## src/rtl/sva_verdict_collector.sv

```systemverilog
`default_nettype none
// +-----------------------------------------------------------------------------+
// | sva_verdict_collector: counts SVA checker outcomes, buffers failure         |
// | timestamps, and produces the final run verdict.  Rev 1.0                    |
// +-----------------------------------------------------------------------------+
module sva_verdict_collector #(
  parameter int CNT_WIDTH  = 16,
  parameter int FAIL_DEPTH = 4,
  parameter int MAX_FAIL   = 0,
  parameter int DRAIN_CYC  = 2
) (
  input  logic                 gclk,
  input  logic                 grst,
  input  logic                 start_i,
  input  logic                 end_i,
  input  logic                 succ_i,
  input  logic                 fail_i,
  input  logic                 lazy_i,
  output logic [CNT_WIDTH-1:0] pass_cnt_o,
  output logic [CNT_WIDTH-1:0] fail_cnt_o,
  output logic [CNT_WIDTH-1:0] lazy_cnt_o,
  output logic [CNT_WIDTH-1:0] cyc_cnt_o,
  output logic                 fts_valid_o,
  output logic [CNT_WIDTH-1:0] fts_data_o,
  input  logic                 fts_ready_i,
  output logic                 fts_ovf_o,
  output logic                 done_o,
  output logic                 pass_o,
  output logic                 abort_o
);

  localparam int AW = $clog2(FAIL_DEPTH);
  localparam int PW = AW + 1;

  typedef enum logic [1:0] {IDLE, RUN, DRAIN, DONE} state_t;

  state_t                 state, state_nxt;
  logic [CNT_WIDTH-1:0]   pass_cnt, fail_cnt, lazy_cnt, cyc_cnt;
  logic [CNT_WIDTH-1:0]   fail_nxt;
  logic [7:0]             drain_tmr;
  logic                   aborted;
  logic                   ovf;
  logic [PW-1:0]          wr_ptr, rd_ptr;
  logic [CNT_WIDTH-1:0]   mem [FAIL_DEPTH];
  logic                   active, launch, empty, full, pop, push, push_ok, abort_hit;

  function automatic logic [CNT_WIDTH-1:0] sat_inc(input logic [CNT_WIDTH-1:0] v,
                                                   input logic en);
    return (en && (v != '1)) ? v + CNT_WIDTH'(1) : v;
  endfunction

  assign active    = (state == RUN) || (state == DRAIN);
  assign launch    = start_i && ((state == IDLE) || (state == DONE));
  assign empty     = (wr_ptr == rd_ptr);
  assign full      = (wr_ptr[AW-1:0] == rd_ptr[AW-1:0]) && (wr_ptr[AW] != rd_ptr[AW]);
  assign pop       = !empty && fts_ready_i;
  assign push      = active && fail_i;
  // A full FIFO still accepts when the head leaves in the same cycle.
  assign push_ok   = push && (!full || pop);
  assign fail_nxt  = sat_inc(fail_cnt, fail_i);
  assign abort_hit = active && fail_i && (MAX_FAIL != 0) &&
                     (fail_nxt == CNT_WIDTH'(MAX_FAIL));

  always_comb begin
    state_nxt = state;
    case (state)
      IDLE, DONE: if (start_i) state_nxt = RUN;
      RUN: begin
        if (abort_hit)  state_nxt = DONE;
        else if (end_i) state_nxt = DRAIN;
      end
      DRAIN: if (abort_hit || (drain_tmr == 8'd1)) state_nxt = DONE;
      default: state_nxt = IDLE;
    endcase
  end

  always_ff @(posedge gclk or posedge grst) begin
    if (grst) begin
      state     <= IDLE;
      pass_cnt  <= '0;
      fail_cnt  <= '0;
      lazy_cnt  <= '0;
      cyc_cnt   <= '0;
      drain_tmr <= '0;
      aborted   <= 1'b0;
      ovf       <= 1'b0;
      wr_ptr    <= '0;
      rd_ptr    <= '0;
    end else begin
      state <= state_nxt;
      if (launch) begin
        pass_cnt <= '0;
        fail_cnt <= '0;
        lazy_cnt <= '0;
        cyc_cnt  <= '0;
        aborted  <= 1'b0;
        ovf      <= 1'b0;
        wr_ptr   <= '0;
        rd_ptr   <= '0;
      end else begin
        if (active) begin
          pass_cnt <= sat_inc(pass_cnt, succ_i);
          fail_cnt <= fail_nxt;
          lazy_cnt <= sat_inc(lazy_cnt, lazy_i);
          cyc_cnt  <= sat_inc(cyc_cnt, 1'b1);
        end
        if (push && !push_ok) ovf <= 1'b1;
        if (abort_hit)        aborted <= 1'b1;
        if (pop)              rd_ptr <= rd_ptr + PW'(1);
        if (push_ok)          wr_ptr <= wr_ptr + PW'(1);
      end
      if ((state == RUN) && end_i) drain_tmr <= 8'(DRAIN_CYC);
      else if (state == DRAIN)     drain_tmr <= drain_tmr - 8'd1;
    end
  end

  // Timestamp storage needs no reset; the output is masked while empty.
  always_ff @(posedge gclk) begin
    if (push_ok) mem[wr_ptr[AW-1:0]] <= cyc_cnt;
  end

  assign pass_cnt_o  = pass_cnt;
  assign fail_cnt_o  = fail_cnt;
  assign lazy_cnt_o  = lazy_cnt;
  assign cyc_cnt_o   = cyc_cnt;
  assign fts_valid_o = !empty;
  assign fts_data_o  = empty ? '0 : mem[rd_ptr[AW-1:0]];
  assign fts_ovf_o   = ovf;
  assign done_o      = (state == DONE);
  assign abort_o     = aborted;
  assign pass_o      = done_o && (fail_cnt == '0) && (pass_cnt != '0) && !aborted;

endmodule
`default_nettype wire
```

## config.mk

```make
export PLATFORM = sky130hd
export DESIGN_NAME = sva_verdict_collector
export DESIGN_NICKNAME = d
export VERILOG_FILES = /design/src/rtl/sva_verdict_collector.sv
export SDC_FILE = /design/constraint.sdc
export NUM_CORES = 1
export LEC_CHECK = 0
export ABC_AREA = 1
export BUFFER_PORTS_ARGS = -buffer_cell sky130_fd_sc_hd__buf_2
export CELL_PAD_IN_SITES_DETAIL_PLACEMENT = 1
export CELL_PAD_IN_SITES_GLOBAL_PLACEMENT = 2
export CORE_MARGIN = 1.5
export CORE_UTILIZATION = 35
export CTS_BUF_LIST = sky130_fd_sc_hd__clkbuf_16
export DETAILED_ROUTE_END_ITERATION = 8
export GPL_ROUTABILITY_DRIVEN = 0
export PLACE_DENSITY_LB_ADDON = 0.1
export SETUP_SLACK_MARGIN = 0.15
export SLEW_MARGIN = 20
export SYNTH_ARGS = -nofsm -noshare
export SYNTH_HDL_FRONTEND = slang
export SYNTH_SLANG_ARGS = --single-unit
export TNS_END_PERCENT = 20
```

## constraint.sdc

```tcl
create_clock -name gclk -period 2.8 [get_ports gclk]
set_input_delay 0 -clock gclk [delete_from_list [all_inputs] [get_ports gclk]]
set_output_delay 0 -clock gclk [all_outputs]
set_load 0.02 [all_outputs]
```

==> flow_summary.toml, run 1 <==
[sta]
least_margin_pin_slew_ps = 860.9
min_period_over_period_pct = 78.28
final_number_of_hold_violating_endpoints = 0
fin_skew_ps = 14.16
report.final.slew_viol_count = 0
final_period_minus_worst_setup_slack_ps = 2192
timing.slew.headroom_pct = 42.61
finalSetupViolCount = 0
worst_hold_slack_ps = 81.29
rsz0062_at_grt = "false"
setup-tns-final_ps = 0
maxClockFrequency_mhz = 456.2

[setup_path]
critPathRequiredTime_ps = 3110
critical_path.most_common_cell = "nand2_1"
worstSetupEndpointType = "flip-flop"
crit_path_max_incr_delay_ps = 430
start_kind = "flip-flop"
timing.critical_path.fanout_max = 26
critPathKind = "flip-flop to flip-flop"
path_cells = "inv_1 -> ha_1 -> nand2_2 -> buf_4 -> nand2_1 -> nand2_1 -> nand2_1"
cp.arrival_ps = 2510
worst_r2r_path_depth = 7
cp_slowest_cell = "ha_1"

[worst_hold_path]
hold_path_class = "input port to flip-flop"
hold-path-cell-count = 7

[cells_and_area]
post_layout_nonfiller_instances = 1388
finalInstanceArea_sq_um = 9429
drive_above_1_share_pct = 16.59
synthToLayoutAreaGrowth_pct = 18.08
total_number_of_nets_in_the_final_design = 1114
fillers = 2732
antennaDiodeCount = 0
layout_commonest_cell = "nand2_1"
final_cell_mix = "nand2_1, nor2_1, inv_1"

[synth]
netlist.area_leader.share_pct = 25.38
synth_largest_area_cell = "dfrtp_1"
postSynthCellCount = 988
ys_seq_elements = 145
arithmetic_cell_share_of_the_synthesized_area_counting_full_adders_half_adders_and_majority_gates_pct = 2.507
yosys-mux-area-fraction_pct = 0
synth_seq_area_share_pct = 49.45
mappedNetlistNets = 1012
synth-compound-area-share_pct = 6.236
syn_avg_cell_area_sq_um = 8.082
synth_top_family_by_area = "simple AND/OR/NAND/NOR gates"
ys_types = 41
simple_gate_fraction_of_synth_area_pct = 31.62
synth.top_cells.by_area = "dfrtp_1, edfxtp_1, nand2_1"
synthesis.area_sq_um = 7985
post_synth_xor_area_fraction_pct = 2.961
ys_warn_count = 0

[drt]
via_per_inst = 4.941
drc_errors = 0
detail_route.wl_per_cell_microns = 16.42
first_iter_violations = 273
firstDrtPassIters = 4
drt_wl_total_microns = 22800
via_count = 6858
detail-route-antenna-nets = 0

[clock_network]
cts.sink_count = 145
h-tree-depth = 4
ctsHoldBuffers = 5
root_buffer = "clkbuf_16"
clockBufferDepth = 2
cts_setup_buffers = 0
post_cts_resize_count = 0
clock_latency_ps = 430
clk_pin_slew_worst_paths_ps = 70
cts_tree = "built"
number_of_buffers_created_by_cts = 17

[grt]
grt_remaining_overflow = 0
gr-usage-all-layers_pct = 20.24
grt_antenna_before_repair = 0
grt_busiest_layer = "met2"
number_of_global_route_vias_before_repair = 6983
globalRouteMet1Util_pct = 28.13
grt.met2_usage_pct = 33.25
gr-usage-met3_pct = 2.903
grt_start_max_net_pins = 47
grt_pass1_wl_microns = 37630

[placed_design]
detailed_place.area_sq_um = 8765
place_inst = 1351
final_hpwl_dp_microns = 15890
port_buffers = 91

[die]
placementRows = 55
die_h_microns = 154.0
dieArea_sq_um = 23730
chipWidth_microns = 154.0
io_pins = 93
fp.coreArea_sq_um = 22500
start_util_pct = 35.49

[power]
power_per_cell_area_nw_per_um2 = 913.0
vdd_drop_max_v = 0.0005436
p_leak_uw = 0.004465

[status]
status = "completed"

[run]
drv.max_cap_violation_count = 0
-- routing by layer --
| layer | share of wire [%] | wire (microns) | vias up |
|---|---|---|---|
| met1 | 50 | 11350 | 3324 |
| met2 | 47 | 10630 | 88 |
| met5 | 0 | 0 | - |
| met3 | 2.5 | 577 | 19 |
| li1 | - | - | 3427 |
| met4 | 1.1 | 243 | 0 |
-- cell families after synthesis --
kind of cell,count (synthesis)
AOI/OAI and AO/OA,80
xor gates and xnor gates,27
adders and majority gates,16
buffers and inverters,135
DFF,145
other,1
and+or+nand+nor,584
-- worst paths after layout --
check                      startpoint              to  slack [ps]
setup / recovery             state[0]  pass_cnt_o[13]         610
max in group asynchronous        grst   pass_cnt_o[9]        1800
hold / removal                 succ_i  pass_cnt_o[12]          80
min in group asynchronous        grst   pass_cnt_o[2]         260
hold reg to reg             fts_ovf_o       fts_ovf_o         530
setup reg to reg             state[0]  pass_cnt_o[13]         610
-- power breakdown --
part           switching (uW)  internal (uW)  leakage (uW)  total, uW
clock                    1110           1210      0.000292       2320
sequential                300           2620       0.00170       2920
combinational            2390            978       0.00247       3370
total                    3800           4810       0.00447       8610
-- cells in the mapped netlist --
cell / instances
nand2_1: 264
nor2_1: 163
inv_1: 99
dfrtp_1: 81
nand3_1: 73
edfxtp_1: 64
o21ai_0: 41
nand4_1: 33
xor2_1: 23
nand2_2: 20
clkbuf_1: 17
ha_1: 16
o32ai_1: 16
a21oi_1: 10
nor3_1: 9
buf_2: 8
o21bai_1: 6
buf_4: 4
nand3b_1: 4
nor2_2: 4
xnor2_1: 4
nand2_4: 3
nor2_4: 3
nor4_1: 3
buf_6: 2
o21ai_1: 2
or2_2: 2
a21boi_1: 1
and3_1: 1
and3_2: 1
buf_1: 1
buf_12: 1
clkbuf_8: 1
clkinv_1: 1
conb_1: 1
inv_2: 1
nand4_2: 1
o2111ai_1: 1
o21ai_2: 1
o21ai_4: 1
o22ai_1: 1
-- through the flow --
stage / worst slack, ps / utilization (%) / power (uW)
after global routing: 433.9 / 41.90 / 9218
after CTS: 564.1 / 41.90 / 8747
final: 608.2 / 41.90 / 8608
after global placement: 633.5 / 38.95 / 6359
after floorplan: 465.3 / - / 5310
after detailed placement: 589.9 / 38.95 / 6388
-- critical path: cells and delay by family (launching register included) --
| family | cells | cell delay (ps) |
|---|---|---|
| adder cells (fa/ha/maj) | 1 | 430 |
| AND/OR/NAND/NOR | 4 | 820 |
| flip-flops | 1 | 380 |
| buffers and inverters | 2 | 440 |
-- cell type report --
type                       instances  area [sq um]  area share, %
multi-input combinational        708          3466          36.76
clock inverter                    15         188.9          2.004
inverter                         101         380.4          4.034
clock buffer                      17         425.4          4.512
tap                              285         356.6          3.782
sequential                       145          3949          41.88
timing repair buffer             117         663.1          7.033
-- sequential cells by signal, summed over array words and instances, names as in the netlist --
| signal | flops |
|---|---|
| wr_ptr | 3 |
| cyc_cnt_o | 16 |
| fail_cnt_o | 16 |
| rd_ptr | 3 |
| drain_tmr | 8 |
| state | 2 |
| lazy_cnt_o | 16 |
| fts_ovf_o | 1 |
| pass_cnt_o | 16 |
| mem | 64 |
Note: power is estimated with default switching activity, not from simulation.
==> run 2, diff against run 1 <==
--- a/config.mk
+++ b/config.mk
@@ -5,12 +5,12 @@
 export SDC_FILE = /design/constraint.sdc
 export NUM_CORES = 1
 export LEC_CHECK = 0
-export ABC_AREA = 1
+export ABC_AREA = 0
 export BUFFER_PORTS_ARGS = -buffer_cell sky130_fd_sc_hd__buf_2
 export CELL_PAD_IN_SITES_DETAIL_PLACEMENT = 1
 export CELL_PAD_IN_SITES_GLOBAL_PLACEMENT = 2
 export CORE_MARGIN = 1.5
-export CORE_UTILIZATION = 35
+export CORE_UTILIZATION = 39
 export CTS_BUF_LIST = sky130_fd_sc_hd__clkbuf_16
 export DETAILED_ROUTE_END_ITERATION = 8
 export GPL_ROUTABILITY_DRIVEN = 0
==> constraint.sdc (replaced) <==
create_clock -name gclk -period 2.2 [get_ports gclk]
set_input_delay 0 -clock gclk [delete_from_list [all_inputs] [get_ports gclk]]
set_output_delay 0 -clock gclk [all_outputs]
set_load 0.02 [all_outputs]
==> flow_summary.toml, run 2 <==
[synth]
yosysMostFrequentCell = "dfrtp_1"
synthesis.area_sq_um = 7126
ys_warn_count = 0
ys_types = 70
asyncSetResetFlopFracSynth_pct = 55.86
ys_seq_elements = 145
synth_seq_area_share_pct = 55.42
synth_largest_area_cell = "dfrtp_1"
postSynthCellCount = 581
ys_dominant_reg_cell = "dfrtp_1"
synth-edff-count = 64
most_frequent_cells_after_synthesis = "dfrtp_1, edfxtp_1, nand2_1, a21oi_1, o31ai_1"
syn_avg_cell_area_sq_um = 12.26
synth.top_cells.by_area = "dfrtp_1, edfxtp_1, mux4_2"
mappedNetlistNets = 605
netlist.area_leader.share_pct = 28.45

[clock_network]
clk_pin_slew_worst_paths_ps = 70
cts_tree = "built"
cts.sink_count = 145
clockBufferDepth = 2
h-tree-depth = 4
clock_latency_ps = 430
root_buffer = "clkbuf_16"
number_of_buffers_created_by_cts = 17

[die]
io_pins = 93
start_util_pct = 39.67
chipWidth_microns = 138.2
dieArea_sq_um = 19090
fp.coreArea_sq_um = 17960
placementRows = 49
die_h_microns = 138.2

[power]
power_per_cell_area_nw_per_um2 = 1198
p_leak_uw = 0.003814
vdd_drop_max_v = 0.0007036
power_uw = 10680

[grt]
number_of_global_route_vias_before_repair = 5796
grt_antenna_before_repair = 0
grt_start_max_net_pins = 37
gr-usage-all-layers_pct = 20.68
grt_pass1_wl_microns = 31490
grt_remaining_overflow = 0

[drt]
drt_wl_total_microns = 19150
detail-route-antenna-nets = 0
via_per_inst = 5.742
firstDrtPassIters = 5
detail_route.wl_per_cell_microns = 19.91
first_iter_violations = 306
via_count = 5524
drc_errors = 0

[sta]
min_period_over_period_pct = 93.28
fin_skew_ps = 9.909
final_number_of_hold_violating_endpoints = 0
worst_hold_slack_ps = 100.3
rsz0062_at_grt = "true"
final_period_minus_worst_setup_slack_ps = 2052
finalSetupViolCount = 0
maxClockFrequency_mhz = 487.3
report.final.slew_viol_count = 0
setup-tns-final_ps = 0
timing.slew.headroom_pct = 63.90
least_margin_pin_slew_ps = 540.9

[cells_and_area]
synthToLayoutAreaGrowth_pct = 25.11
drive_above_1_share_pct = 30.97
largest_register_ffs = 64
fillers = 1915
final_cell_mix = "buf_2, dfrtp_1, edfxtp_1"
total_number_of_nets_in_the_final_design = 744
antennaDiodeCount = 0
layout_commonest_cell = "buf_2"

[placed_design]
final_hpwl_dp_microns = 12900
port_buffers = 91

[setup_path]
path_cells = "inv_2 -> ha_4 -> buf_6 -> nor2b_4 -> o41ai_4 -> buf_2 -> or4_1 -> a21oi_1"
critPathKind = "flip-flop to flip-flop"
critPathRequiredTime_ps = 2540
crit_path_max_incr_delay_ps = 490
timing.critical_path.fanout_max = 6
worst_r2r_path_depth = 8
worstSetupEndpointType = "flip-flop"
cp_slowest_cell = "or4_1"
cp.arrival_ps = 2390
start_kind = "flip-flop"

[run]
drv.max_cap_violation_count = 0

[worst_hold_path]
hold-path-cell-count = 5
hold_path_class = "input port to flip-flop"

[status]
status = "completed"
==> run 2: cell types whose count changed in the layout (fill, tap and decap cells not counted), moves of 23 or more <==
cell     previous run  this run
o31ai_1             0        24
nand3_1            73        21
nand2_1           263        37
nor2_1            163        18
inv_1              98        15
o21ai_0            41        18
==> run 2: logic make-up after synthesis <==
logic type,count (synthesis),share of synthesized area (%)
other,1,0.05263
flip-flops,145,55.42
AO/OA/AOI/OAI,115,11.40
adder cells (fa/ha/maj),16,2.809
XOR/XNOR,17,2.090
multiplexers,32,7.340
AND/OR/NAND/NOR,213,17.88
buffers and inverters,42,3.020
==> run 2: critical path, delay by kind of cell (launching register included) <==
family / cells / cell delay [ps]
buf+inv: 3 / 410
compound gates: 2 / 320
flops: 1 / 410
fa+ha+maj: 1 / 220
simple gates: 2 / 610
==> run 2: layout make-up <==
class                   count  area (sq um)  share of cell area [%]
flip-flops and latches    145          3953                   44.34
clock buffers              17         425.4                   4.772
inverters                  18         68.82                  0.7719
multi-input cells         394          3047                   34.18
clock inverters            15         185.2                   2.077
well taps                 229         286.5                   3.214
repair buffers            144         949.7                   10.65
==> run 2: worst paths after layout <==
kind                                        to  startpoint  slack [ps]
worst max-delay path            lazy_cnt_o[13]    state[0]         150
worst min-delay path             lazy_cnt_o[9]      lazy_i         100
worst max register to register  lazy_cnt_o[13]    state[0]         150
worst min register to register       fts_ovf_o   fts_ovf_o         500
max in group asynchronous        fail_cnt_o[0]        grst        1390
min in group asynchronous        cyc_cnt_o[12]        grst         140
==> run 2: stage by stage <==
stage                     setup slack, ps  instances  util, %  cell area [sq um]
after floorplan                    -12.97        581        -               7128
after global placement              105.7        919    45.17               8114
after detailed placement           0.8529        919    45.17               8114
after CTS                           119.2        955    48.92               8788
after global routing                58.33        962    49.63               8915
final                               147.9        962    49.63               8915
==> run 2: per-layer routing <==
metal  up-vias  track usage, %  wire length, microns  part of all wire, %
met1      2846           28.61                  8864                   46
li1       2538               -                     -                    -
met5         -               0                     0                    0
met3        21           3.533                   490                  2.6
met2       119           33.80                  9567                   50
met4         0           5.706                   227                  1.2
==> run 2: timing repair <==
item,CTS,global route
endpoints found under the setup margin,95,104
pin swaps,0,5
resized for setup,5,24
hold buffers,4,0
buffers inserted,0,7
endpoints found under the hold margin,30,0
==> run 2: power by group <==
part	switching [uW]	leakage (uW)	internal [uW]	total (uW)
sequential	320	0.00171	3280	3600
clock	1340	0.000293	1640	2980
combinational	2450	0.00182	1650	4110
==> run 3, diff against run 2 <==
--- a/config.mk
+++ b/config.mk
@@ -15,7 +15,6 @@
 export DETAILED_ROUTE_END_ITERATION = 8
 export GPL_ROUTABILITY_DRIVEN = 0
 export PLACE_DENSITY_LB_ADDON = 0.1
-export SETUP_SLACK_MARGIN = 0.15
 export SLEW_MARGIN = 20
 export SYNTH_ARGS = -nofsm -noshare
 export SYNTH_HDL_FRONTEND = slang
==> flow_summary.toml, run 3 (synthesized netlist as in run 2, its figures left out) <==
[status]
status = "completed"

[grt]
grt_remaining_overflow = 0
number_of_global_route_vias_before_repair = 5864
grt_start_max_net_pins = 39
grt_antenna_before_repair = 0
gr-usage-all-layers_pct = 20.39
grt_pass1_wl_microns = 31150

[clock_network]
cts_tree = "built"
cts_setup_buffers = 0
clk_pin_slew_worst_paths_ps = 70
cts.sink_count = 145
number_of_buffers_created_by_cts = 17
root_buffer = "clkbuf_16"
clockBufferDepth = 2
clock_latency_ps = 430
h-tree-depth = 4

[setup_path]
timing.rr.start = "state[0]"
cp.arrival_ps = 2430
rrSetupSlack_ps = 120
timing.critical_path.fanout_max = 11
critPathKind = "flip-flop to flip-flop"
critPathRequiredTime_ps = 2550
start_kind = "flip-flop"
worst_r2r_path_depth = 8
r2r-end = "lazy_cnt_o[5]"
worstSetupEndpointType = "flip-flop"

[power]
p_leak_uw = 0.003780
vdd_drop_max_v = 0.0006718
power_per_cell_area_nw_per_um2 = 1195

[sta]
fin_skew_ps = 8.829
least_margin_pin_slew_ps = 761.2
rsz0062_at_grt = "true"
finalSetupViolCount = 0
report.final.slew_viol_count = 0
worst_hold_slack_ps = 123.4
maxClockFrequency_mhz = 479.9
final_number_of_hold_violating_endpoints = 0
final_period_minus_worst_setup_slack_ps = 2084
min_period_over_period_pct = 94.72
timing.slew.headroom_pct = 49.25
setup-tns-final_ps = 0

[cells_and_area]
antennaDiodeCount = 0
final_cell_mix = "buf_2, dfrtp_1, edfxtp_1"
total_number_of_nets_in_the_final_design = 742
finalInstanceArea_sq_um = 8831
largest_register_ffs = 64
layout_commonest_cell = "buf_2"
drive_above_1_share_pct = 28.86
synthToLayoutAreaGrowth_pct = 23.93
final_core_utilization_pct = 49.16

[drt]
via_per_inst = 5.724
detail_route.wl_per_cell_microns = 19.48
detail-route-antenna-nets = 0
via_count = 5495
first_iter_violations = 331
drc_errors = 0
firstDrtPassIters = 4
drt_wl_total_microns = 18700

[worst_hold_path]
holdPathEnd = "pass_cnt_o[0]"
hold-path-cell-count = 4
hold_path_class = "input port to flip-flop"
worst_hold_path_startpoint = "succ_i"

[die]
io_pins = 93
placementRows = 49
dieArea_sq_um = 19090
fp.coreArea_sq_um = 17960
chipWidth_microns = 138.2
start_util_pct = 39.67
die_h_microns = 138.2

[placed_design]
detailed_place.area_sq_um = 8150
port_buffers = 91
final_hpwl_dp_microns = 12910

[run]
drv.max_cap_violation_count = 0
run 3: cell count changes in the layout (fill, tap and decap cells not counted), sizes merged:
cell | before | now
buf | 140 | 138
clkinv | 4 | 5
inv | 26 | 25
run 3: worst max-delay path by stage:
stage                      to           from  depth (start not counted)  slack, ps
6_report        lazy_cnt_o[5]       state[0]                          8        120
2_1_floorplan       mem[0][0]       state[0]                          6        -10
3_3_place_gp   pass_cnt_o[10]       state[0]                          7        110
3_5_place_dp    pass_cnt_o[9]       state[0]                          7         40
4_1_cts         pass_cnt_o[9]       state[0]                          7         10
5_1_grt         lazy_cnt_o[1]  lazy_cnt_o[1]                          6        -20
run 3: per-stage QoR:
step | std cells | power (uW) | setup WS [ps]
2_1_floorplan | 581 | 6195 | -13.16
3_3_place_gp | 924 | 7494 | 109.1
3_5_place_dp | 924 | 7630 | 35.61
4_1_cts | 960 | 10660 | 14.09
5_1_grt | 960 | 11160 | -16.36
6_report | 960 | 10550 | 116.1
run 3: cell type report:
type	instances	area, sq um
clock inverters	15	190.2
repair buffers	142	923.4
flip-flops and latches	145	3949
fillers	1946	9133
well taps	229	286.5
multi-input cells	394	2988
inverters	18	68.82
clock buffers	17	425.4
run 3: worst max-delay path: stages, from the launching register on:
cell and delay [ps]:
dfrtp_1 400, inv_1 120, ha_4 230, buf_4 160, nor2b_1 190, o41ai_4 180, buf_4 200, or3_1 350
a21oi_1 170
run 3: routing by layer:
layer  vias up  global-route usage, %  wire length [microns]
li1       2540                      -                      -
met1      2833                  27.28                   8884
met2        97                  33.62                   9014
met3        25                  3.360                    483
met4         0                  7.368                    315
met5         -                      0                      0
run 3: timing repair:
action	4_1_cts	5_1_grt
hold endpoints to repair	38	0
hold buffers	4	0
resized for setup	0	5
endpoints found under the setup margin	0	73
run 3: power breakdown:
part	leakage [uW]	internal (uW)	switching [uW]
combinational	0.00178	1580	2430
sequential	0.00171	3270	287
clock	0.000294	1640	1340
